File: src/rtl/clk_wave_pkg.sv
// Shared types for the clk_wave_sched waveform scheduler: FSM states, default widths
// and the stored interval configuration.
package clk_wave_pkg;
  localparam int CNT_W_DEF = 16;
  localparam int PER_W_DEF = 16;

  typedef enum logic [1:0] {IDLE, PHASE, HIGH, LOW} state_t;

  typedef struct packed {
    logic [CNT_W_DEF-1:0] phase;
    logic [CNT_W_DEF-1:0] ton;
    logic [CNT_W_DEF-1:0] toff;
  } cfg_t;

  localparam cfg_t CFG_RST = '{phase: '0, ton: CNT_W_DEF'(1), toff: CNT_W_DEF'(1)};
endpackage

File: src/rtl/wave_dcnt.sv
// Loadable down-counter with zero flag, shared by the phase, high and low intervals.
module wave_dcnt #(
  parameter int W = 16
) (
  input  logic         clk_i,
  input  logic         ld_i,
  input  logic [W-1:0] val_i,
  input  logic         dec_i,
  output logic         zero_o
);
  logic [W-1:0] cnt_q;

  // Datapath register: always loaded before first use, so it carries no reset.
  always_ff @(posedge clk_i) begin
    if (ld_i)       cnt_q <= val_i;
    else if (dec_i) cnt_q <= cnt_q - W'(1);
  end

  assign zero_o = (cnt_q == '0);
endmodule

File: src/rtl/clk_wave_sched.sv
// Programmable waveform scheduler: phase delay, then alternating high/low intervals.
// Optional burst mode (period limit plus done pulse) is enabled by defining CLK_WAVE_BURST_EN.
module clk_wave_sched
  import clk_wave_pkg::*;
#(
  parameter int CNT_W = CNT_W_DEF,
  parameter int PER_W = PER_W_DEF
) (
  input  logic             clk,
  input  logic             rst,
  input  logic             cfg_valid,
  output logic             cfg_ready,
  input  logic [CNT_W-1:0] cfg_phase,
  input  logic [CNT_W-1:0] cfg_ton,
  input  logic [CNT_W-1:0] cfg_toff,
  output logic             cfg_err,
`ifdef CLK_WAVE_BURST_EN
  input  logic [PER_W-1:0] cfg_nper,
  output logic             done,
`endif
  input  logic             start,
  input  logic             stop,
  output logic             wave,
  output logic             rise,
  output logic             fall,
  output logic             busy,
  output logic [PER_W-1:0] periods
);
  state_t           state_q, state_d;
  cfg_t             cfg_q;
  logic [PER_W-1:0] per_q, per_d;
  logic             pend_q, pend_d;
  logic             wave_q, rise_q, fall_q, busy_q, cfg_ready_q, cfg_err_q;
  logic             cnt_ld, cnt_dec, cnt_zero;
  logic [CNT_W-1:0] cnt_val;
  logic             cfg_acc, cfg_bad, stop_now;
`ifdef CLK_WAVE_BURST_EN
  logic [PER_W-1:0] nper_q;
  logic             done_q, done_d;
`endif

  assign cfg_acc  = cfg_valid && cfg_ready_q;
  assign cfg_bad  = (cfg_ton == '0) || (cfg_toff == '0);
  assign stop_now = stop || pend_q;

  wave_dcnt #(.W(CNT_W)) u_dcnt (
    .clk_i  (clk),
    .ld_i   (cnt_ld),
    .val_i  (cnt_val),
    .dec_i  (cnt_dec),
    .zero_o (cnt_zero)
  );

  always_comb begin
    state_d = state_q;
    per_d   = per_q;
    pend_d  = pend_q || stop;
    cnt_ld  = 1'b0;
    cnt_dec = 1'b0;
    cnt_val = '0;
`ifdef CLK_WAVE_BURST_EN
    done_d  = 1'b0;
`endif
    case (state_q)
      IDLE: begin
        if (start && !stop) begin
          per_d  = '0;
          cnt_ld = 1'b1;
          if (cfg_q.phase != '0) begin
            state_d = PHASE;
            cnt_val = cfg_q.phase - CNT_W'(1);
          end else begin
            state_d = HIGH;
            cnt_val = cfg_q.ton - CNT_W'(1);
          end
        end
      end
      PHASE: begin
        if (stop_now) begin
          state_d = IDLE;
        end else if (cnt_zero) begin
          state_d = HIGH;
          cnt_ld  = 1'b1;
          cnt_val = cfg_q.ton - CNT_W'(1);
        end else begin
          cnt_dec = 1'b1;
        end
      end
      // A stop seen in HIGH is only honoured once the pulse has run its full length.
      HIGH: begin
        if (cnt_zero) begin
          state_d = LOW;
          cnt_ld  = 1'b1;
          cnt_val = cfg_q.toff - CNT_W'(1);
        end else begin
          cnt_dec = 1'b1;
        end
      end
      LOW: begin
        if (stop_now) begin
          state_d = IDLE;
        end else if (cnt_zero) begin
          per_d   = per_q + PER_W'(1);
          state_d = HIGH;
          cnt_ld  = 1'b1;
          cnt_val = cfg_q.ton - CNT_W'(1);
`ifdef CLK_WAVE_BURST_EN
          if ((nper_q != '0) && (per_d == nper_q)) begin
            state_d = IDLE;
            cnt_ld  = 1'b0;
            done_d  = 1'b1;
          end
`endif
        end else begin
          cnt_dec = 1'b1;
        end
      end
      default: state_d = IDLE;
    endcase
    if (state_d == IDLE) pend_d = 1'b0;
  end

  always_ff @(posedge clk) begin
    if (rst) begin
      state_q     <= IDLE;
      cfg_q       <= CFG_RST;
      per_q       <= '0;
      pend_q      <= 1'b0;
      wave_q      <= 1'b0;
      rise_q      <= 1'b0;
      fall_q      <= 1'b0;
      busy_q      <= 1'b0;
      cfg_ready_q <= 1'b1;
      cfg_err_q   <= 1'b0;
`ifdef CLK_WAVE_BURST_EN
      nper_q      <= '0;
      done_q      <= 1'b0;
`endif
    end else begin
      state_q     <= state_d;
      per_q       <= per_d;
      pend_q      <= pend_d;
      wave_q      <= (state_d == HIGH);
      rise_q      <= (state_d == HIGH) && (state_q != HIGH);
      fall_q      <= (state_d == LOW) && (state_q != LOW);
      busy_q      <= (state_d != IDLE);
      cfg_ready_q <= (state_d == IDLE);
      cfg_err_q   <= cfg_acc && cfg_bad;
      if (cfg_acc && !cfg_bad) begin
        cfg_q <= '{phase: cfg_phase, ton: cfg_ton, toff: cfg_toff};
`ifdef CLK_WAVE_BURST_EN
        nper_q <= cfg_nper;
`endif
      end
`ifdef CLK_WAVE_BURST_EN
      done_q <= done_d;
`endif
    end
  end

  assign cfg_ready = cfg_ready_q;
  assign cfg_err   = cfg_err_q;
  assign wave      = wave_q;
  assign rise      = rise_q;
  assign fall      = fall_q;
  assign busy      = busy_q;
  assign periods   = per_q;
`ifdef CLK_WAVE_BURST_EN
  assign done      = done_q;
`endif
endmodule

File: config.mk
export PLATFORM = sky130hd
export DESIGN_NAME = clk_wave_sched
export DESIGN_NICKNAME = d
export VERILOG_FILES = /design/src/rtl/clk_wave_pkg.sv /design/src/rtl/wave_dcnt.sv /design/src/rtl/clk_wave_sched.sv
export SDC_FILE = /design/constraint.sdc
export NUM_CORES = 1
export LEC_CHECK = 0
export CORE_MARGIN = 4
export CORE_UTILIZATION = 51
export CTS_BUF_LIST = sky130_fd_sc_hd__clkbuf_4
export CTS_CLUSTER_DIAMETER = 40
export CTS_CLUSTER_SIZE = 8
export DETAILED_ROUTE_END_ITERATION = 10
export GPL_TIMING_DRIVEN = 0
export HOLD_SLACK_MARGIN = 0.06
export PLACE_DENSITY = 0.79
export SETUP_SLACK_MARGIN = 0.05
export SLEW_MARGIN = 20
export SYNTH_ARGS = -nofsm -noshare
export SYNTH_HDL_FRONTEND = slang
export SYNTH_SLANG_ARGS = --single-unit
File: constraint.sdc
create_clock -name clk -period 2.7 [get_ports clk]
set_input_delay 0.81 -clock clk [delete_from_list [all_inputs] [get_ports clk]]
set_output_delay 0.81 -clock clk [all_outputs]
set_load 0.05 [all_outputs]
==> impl_metrics.tcl, run 1 <==
set metrics [dict create \
    status "finished clean" \
    gp_congestion 0.922 \
    cts_made_buffers 9 \
    timing.final.crit_period_ns 2.58 \
    fin_nets 710 \
    ys_top_cells_by_area "dfxtp_1 (30%), mux2i_1 (10%), edfxtp_1 (9.8%)" \
    clock_skew_ns 0.0147 \
    finalCritPeriodShare 0.955 \
    crit_chain "inv_1, ha_1, or4b_4, or3_1, buf_6, nor2b_4, o21ai_0, a221o_1" \
    setup_ws_ns 0.123 \
    die_w_um 106 \
    yosysSeqAreaShare 0.395 \
    rsz0062_at_grt "yes" \
    ys_types 54 \
    place_ws_ns -0.743 \
    layout-drive-gt1-share 0.0930 \
    crit_type "register to register" \
    reg2regPathDepth 8 \
    critPathArrivalTime_ns 2.79 \
    syn_nets 617 \
    synth_ff_type "dfxtp_1" \
    worst_setup_path_end_kind "register" \
    hold_path.class "register to register" \
    setup_viol 0 \
    drv_slew 0 \
    fin_area_mm2 0.00615 \
    critPathMaxStageDelay_ns 0.53 \
    multi_input_area_mm2 0.00293 \
    grt-ovfl-total 0 \
    final_antenna_net_count 0 \
    ys_ff_latch 89 \
    clock_path_buffers 2 \
    grt_pass1_wl_um 21600 \
    crit_end "u_dcnt.cnt_q[4]$_DFFE_PP_" \
    ios 75 \
    slowest_stage "or4b_4" \
    avgSynthCellArea_um2 8.81 \
    grt_max_degree 17 \
    synth_top_area_frac 0.297 \
    clk_latency_ns 0.45 \
    power.density_mw_per_mm2 499 \
    drtPass1Iterations 4 \
    slew_headroom 0.438 \
    cts.sinks 89 \
    synthArstFlopShare 0 \
    hold_ws_ns 0.479 \
    diodes 0 \
    hpwlAfterDp_um 10200 \
    rrSetupSlack_ns 0.12 \
    synth.most_common_cell "nor2_1" \
    rr_startpoint "cfg_q[32]$_SDFFE_PP0P_" \
    cap_violations 0 \
    die_h_um 106 \
    seq_area_mm2 0.00194 \
    yosys_warnings 0 \
    core-area_mm2 0.00933 \
    antenna_found_initial 0 \
    first_iter_violations 236 \
    start_util 0.527 \
    rows 35 \
    r2r_end "u_dcnt.cnt_q[4]$_DFFE_PP_" \
    fill_cells 796 \
    io_buffers 74 \
    clkTransAtPathRegs_ns 0.15 \
    detail_route.wl_per_cell_um 16.8 \
    synth_top_area_cell "dfxtp_1" \
    netlist_top_cells_count "nor2_1 (100), dfxtp_1 (73), mux2i_1 (49), xor2_1 (33), xnor2_1 (31)" \
    synth_area_mm2 0.00492 \
    crit_start "cfg_q[32]$_SDFFE_PP0P_" \
    track_usage 0.237 \
    vias 4531 \
    cts-root-buf "clkbuf_4" \
    vdd_drop_max_mv 0.316 \
    placed_cell_area_mm2 0.00583 \
    viasPerCell 5.77 \
    syn_inst 558 \
    drc 0 \
    routed_wl_um 13200 \
    start_kind "register" \
    syn2layout_area_growth_pct 25.1 \
    fmax_mhz 388 \
    worst_slew_pin_slew_ns 0.836 \
    worstPathMaxFanout 7 \
    worstPathRequired_ns 2.91 \
    cts.htree.levels 3 \
    total_power_w 0.00307 \
    cts_tree "yes" \
    grt_pass1_vias 4391 \
    hold_violations 0 \
    p_leak_nw 2.45 \
    design.die.area_mm2 0.0113 \
    synth_edf_count 16 \
]
-- logic make-up after synthesis --
logic type | count (synthesis) | synth area share
compound gates | 61 | 0.0814
xor+xnor | 64 | 0.114
fa+ha+maj | 6 | 0.0153
buf+inv | 36 | 0.0293
flops | 89 | 0.395
mux | 49 | 0.0997
simple gates | 253 | 0.265
-- area by class of cell --
type	instances	share of cell area
sequential	89	0.316
inverter	13	0.00793
buffer	20	0.0149
timing repair buffer	85	0.135
multi-input combinational	433	0.477
clock inverter	7	0.0124
tap	129	0.0262
clock buffer	9	0.0110
-- worst max-delay path: cells and delay by family, from the launching register on --
family,cells,cell delay (ns)
AO/OA/AOI/OAI,2,0.51
adder cells (fa/ha/maj),1,0.19
buffers and inverters,2,0.21
flip-flops,1,0.38
AND/OR/NAND/NOR,3,1.06
-- layout by cell type, fill, tap and decap left out, drive strengths merged, types with 7 or more instances in the layout --
| master | count |
|---|---|
| nor2 | 100 |
| clkdlybuf4s50 | 73 |
| dfxtp | 73 |
| mux2i | 49 |
| xor2 | 33 |
| xnor2 | 31 |
| nand2 | 30 |
| nor4 | 28 |
| nor3 | 25 |
| clkbuf | 22 |
| buf | 18 |
| edfxtp | 16 |
| inv | 16 |
| a21oi | 14 |
| or3 | 13 |
| nand4 | 12 |
| o21ai | 12 |
| nand3 | 10 |
| or4 | 7 |
| o22ai | 7 |
| nand2b | 7 |
-- flip-flops by register name (all words and copies together), names as in the netlist, 2 cells and up --
| signal | count |
|---|---|
| cfg_q | 48 |
| periods | 16 |
| u_dcnt.cnt_q | 16 |
| state_q | 2 |
-- how the worst min path moves through the flow --
stage                                 from                     end  depth (start not counted)
floorplan           cfg_q[15]$_SDFFE_PP0P_  cfg_q[15]$_SDFFE_PP0P_                          2
global placement      cfg_ready$_SDFF_PP1_      cfg_err$_SDFF_PP0_                          2
detailed placement    cfg_ready$_SDFF_PP1_      cfg_err$_SDFF_PP0_                          2
CTS                   cfg_ready$_SDFF_PP1_      cfg_err$_SDFF_PP0_                          2
global route          cfg_ready$_SDFF_PP1_      cfg_err$_SDFF_PP0_                          2
finish                cfg_ready$_SDFF_PP1_      cfg_err$_SDFF_PP0_                          2
-- through the flow --
stage,util,setup TNS [ns],instances
2_1_floorplan,-,0,558
3_3_place_gp,0.624,-53.00,761
3_5_place_dp,0.625,-39.00,762
4_1_cts,0.650,0,780
5_1_grt,0.659,0,785
6_report,0.659,0,785
-- what timing repair did --
action	CTS	global route
hold buffers	0	0
cloned	0	0
setup endpoints to repair	64	20
buffers inserted	3	7
pin swaps	3	3
resized for setup	17	10
-- routing by layer --
layer  part of all wire  track usage  vias to the layer above
met4              0.028       0.0870                        0
met1               0.43        0.304                     2144
met3              0.064       0.0510                       31
met2               0.48        0.391                      163
li1                   -            -                     2193
met5                  0            0                        -
-- where the power goes --
| group | switching, W | internal (W) | total [W] | leakage, nW |
|---|---|---|---|---|
| clock network | 0.000490 | 0.000292 | 0.000782 | 0.0812 |
| logic | 0.000396 | 0.000339 | 0.000735 | 1.61 |
| registers | 0.000103 | 0.00145 | 0.00155 | 0.750 |
(Power assumes the default switching activity.)
==> run 2, diff against run 1 <==
Settings changed: CORE_UTILIZATION 51 to 53.
Clock period 2.7 ns to 2.5 ns, I/O delays scaled along.
==> run 2 against run 1 <==
Count of clock-buffer cells in the layout up 1. Fmax up 3.3%. Sequential power up 8%. Hold slack worse by 0.011 ns. Critical path type unchanged. Critical endpoint is now u_dcnt.cnt_q[13]$_DFFE_PP_.
==> impl_metrics.tcl, run 2 (synthesis gave the netlist of run 1 again) <==
set metrics [dict create \
    worstPathMaxFanout 4 \
    cts_tree "yes" \
    final_util 0.722 \
    cts_made_buffers 9 \
    regMostFlops "cfg_q" \
    mostFrequentLayoutCells "nor2_1 (94), dfxtp_1 (69), clkdlybuf4s50_1 (58)" \
    fin_cells 778 \
    hpwlAfterDp_um 9970 \
    crit_type "register to register" \
    grt_pass1_vias 4415 \
    grt_pass1_wl_um 21000 \
    vdd_drop_max_mv 0.416 \
    dp.cells 740 \
    power.density_mw_per_mm2 542 \
    setup_ws_ns 0.00510 \
    gp_congestion 0.968 \
    place_ws_ns -0.875 \
    clock_skew_ns 0.0215 \
    clkTransAtPathRegs_ns 0.16 \
    routed_wl_um 13300 \
    slew_headroom 0.407 \
    syn2layout_area_growth_pct 30.6 \
    die_w_um 104 \
    grt_max_degree 17 \
    cap_violations 0 \
    finalCritPeriodShare 0.998 \
    worst_slew_pin_slew_ns 0.890 \
    first_iter_violations 323 \
    drc 0 \
    clock_path_buffers 2 \
    layout-drive-gt1-share 0.152 \
    hold_violations 0 \
    ctsHoldBuffers 0 \
    io_buffers 74 \
    viasPerCell 5.97 \
    critPathArrivalTime_ns 2.70 \
    largest_reg_flops 48 \
    worst_setup_path_end_kind "register" \
    hold_path.class "register to register" \
    reg2regPathDepth 9 \
    rrSetupSlack_ns 0.005 \
    timing.final.crit_period_ns 2.49 \
    drv_slew 0 \
    setup_viol 0 \
    rows 34 \
    fmax_mhz 401 \
    rr_startpoint "cfg_q[32]$_SDFFE_PP0P_" \
    hold_start "cfg_ready$_SDFF_PP1_" \
    rsz0062_at_grt "yes" \
    clk_latency_ns 0.45 \
    core-area_mm2 0.00889 \
    antenna_found_initial 0 \
    cts.sinks 89 \
    final_antenna_net_count 0 \
    ios 75 \
    cts.htree.levels 3 \
    die_h_um 104 \
    start_util 0.553 \
    status "finished clean" \
    layout_commonest_cell "nor2_1" \
    drtPass1Iterations 5 \
    grt-ovfl-total 0 \
    crit_start "cfg_q[32]$_SDFFE_PP0P_" \
    start_kind "register" \
    detail_route.wl_per_cell_um 17.1 \
    diodes 0 \
    p_leak_nw 2.70 \
    vias 4645 \
    r2r_end "u_dcnt.cnt_q[13]$_DFFE_PP_" \
    worstPathRequired_ns 2.70 \
    cts-root-buf "clkbuf_4" \
    fin_nets 724 \
    design.die.area_mm2 0.0109 \
    track_usage 0.237 \
    crit_end "u_dcnt.cnt_q[13]$_DFFE_PP_" \
]
-- run 2: changes by cell type in the layout (fill, tap and decap cells not counted), moves of 4 or more --
cell and change:
buf_2 -4, buf_4 +17, clkdlybuf4s50_1 -15, dlygate4sd2_1 +8
dlymetal6s2s_1 +7, nor2_1 -5, nor2_2 +4, nor4_1 -7
nor4_2 +7
-- run 2: cell type report --
class | instances | area [um2]
clock buffers | 10 | 75.1
flip-flops and latches | 89 | 1950
clock inverters | 6 | 88.8
multi-input cells | 433 | 3070
inverters | 13 | 48.8
repair buffers | 100 | 950
well taps | 108 | 135
fillers | 708 | 2470
plain buffers | 19 | 101
-- run 2: report_power, final --
group	leakage, nW	internal (W)	switching (W)
Sequential	0.752	0.00157	0.000114
Combinational	1.86	0.000408	0.000440
Clock	0.0917	0.000424	0.000527
Total	2.70	0.00240	0.00108
-- run 2: how the worst min path moves through the flow --
stage / to / cells after the start / slack [ns]
final: cfg_err$_SDFF_PP0_ / 2 / 0.47
after global placement: cfg_err$_SDFF_PP0_ / 2 / 0.45
after CTS: cfg_err$_SDFF_PP0_ / 2 / 0.48
after detailed placement: cfg_err$_SDFF_PP0_ / 2 / 0.46
after global routing: cfg_err$_SDFF_PP0_ / 2 / 0.51
after floorplan: cfg_q[15]$_SDFFE_PP0P_ / 2 / 0.48
-- run 2: timing repair --
| action | 4_1_cts | 5_1_grt |
|---|---|---|
| cloned | 0 | 0 |
| setup endpoints to repair | 86 | 68 |
| pin swaps | 8 | 17 |
| setup buffers | 14 | 12 |
| resized for setup | 44 | 40 |
-- run 2: routing by layer --
layer | vias to the layer above | wire [um] | part of all wire | track usage
met5 | - | 0 | 0 | 0
met4 | 0 | 280 | 0.021 | 0.0893
met3 | 29 | 940 | 0.071 | 0.0658
met2 | 178 | 6510 | 0.49 | 0.389
met1 | 2209 | 5560 | 0.42 | 0.296
li1 | 2229 | - | - | -
-- run 2: critical path, stage by stage, from the launching register on --
cell	delay, ns
dfxtp_4	0.38
inv_2	0.06
ha_4	0.12
or4b_4	0.50
nor4_4	0.41
buf_4	0.19
nor2_2	0.03
mux2i_1	0.13
nor2_1	0.07
or3_1	0.36
-- run 2: stage by stage --
step | total power [W] | hold slack (ns) | TNS (ns) | instance area [um2]
after floorplan | 0.00219 | 0.484 | 0 | 4920
after global placement | 0.00242 | 0.451 | -55.23 | 5790
after detailed placement | 0.00245 | 0.456 | -52.77 | 5800
after CTS | 0.00342 | 0.479 | 0 | 6170
after global routing | 0.00363 | 0.515 | -0.136 | 6420
final | 0.00348 | 0.468 | 0 | 6420
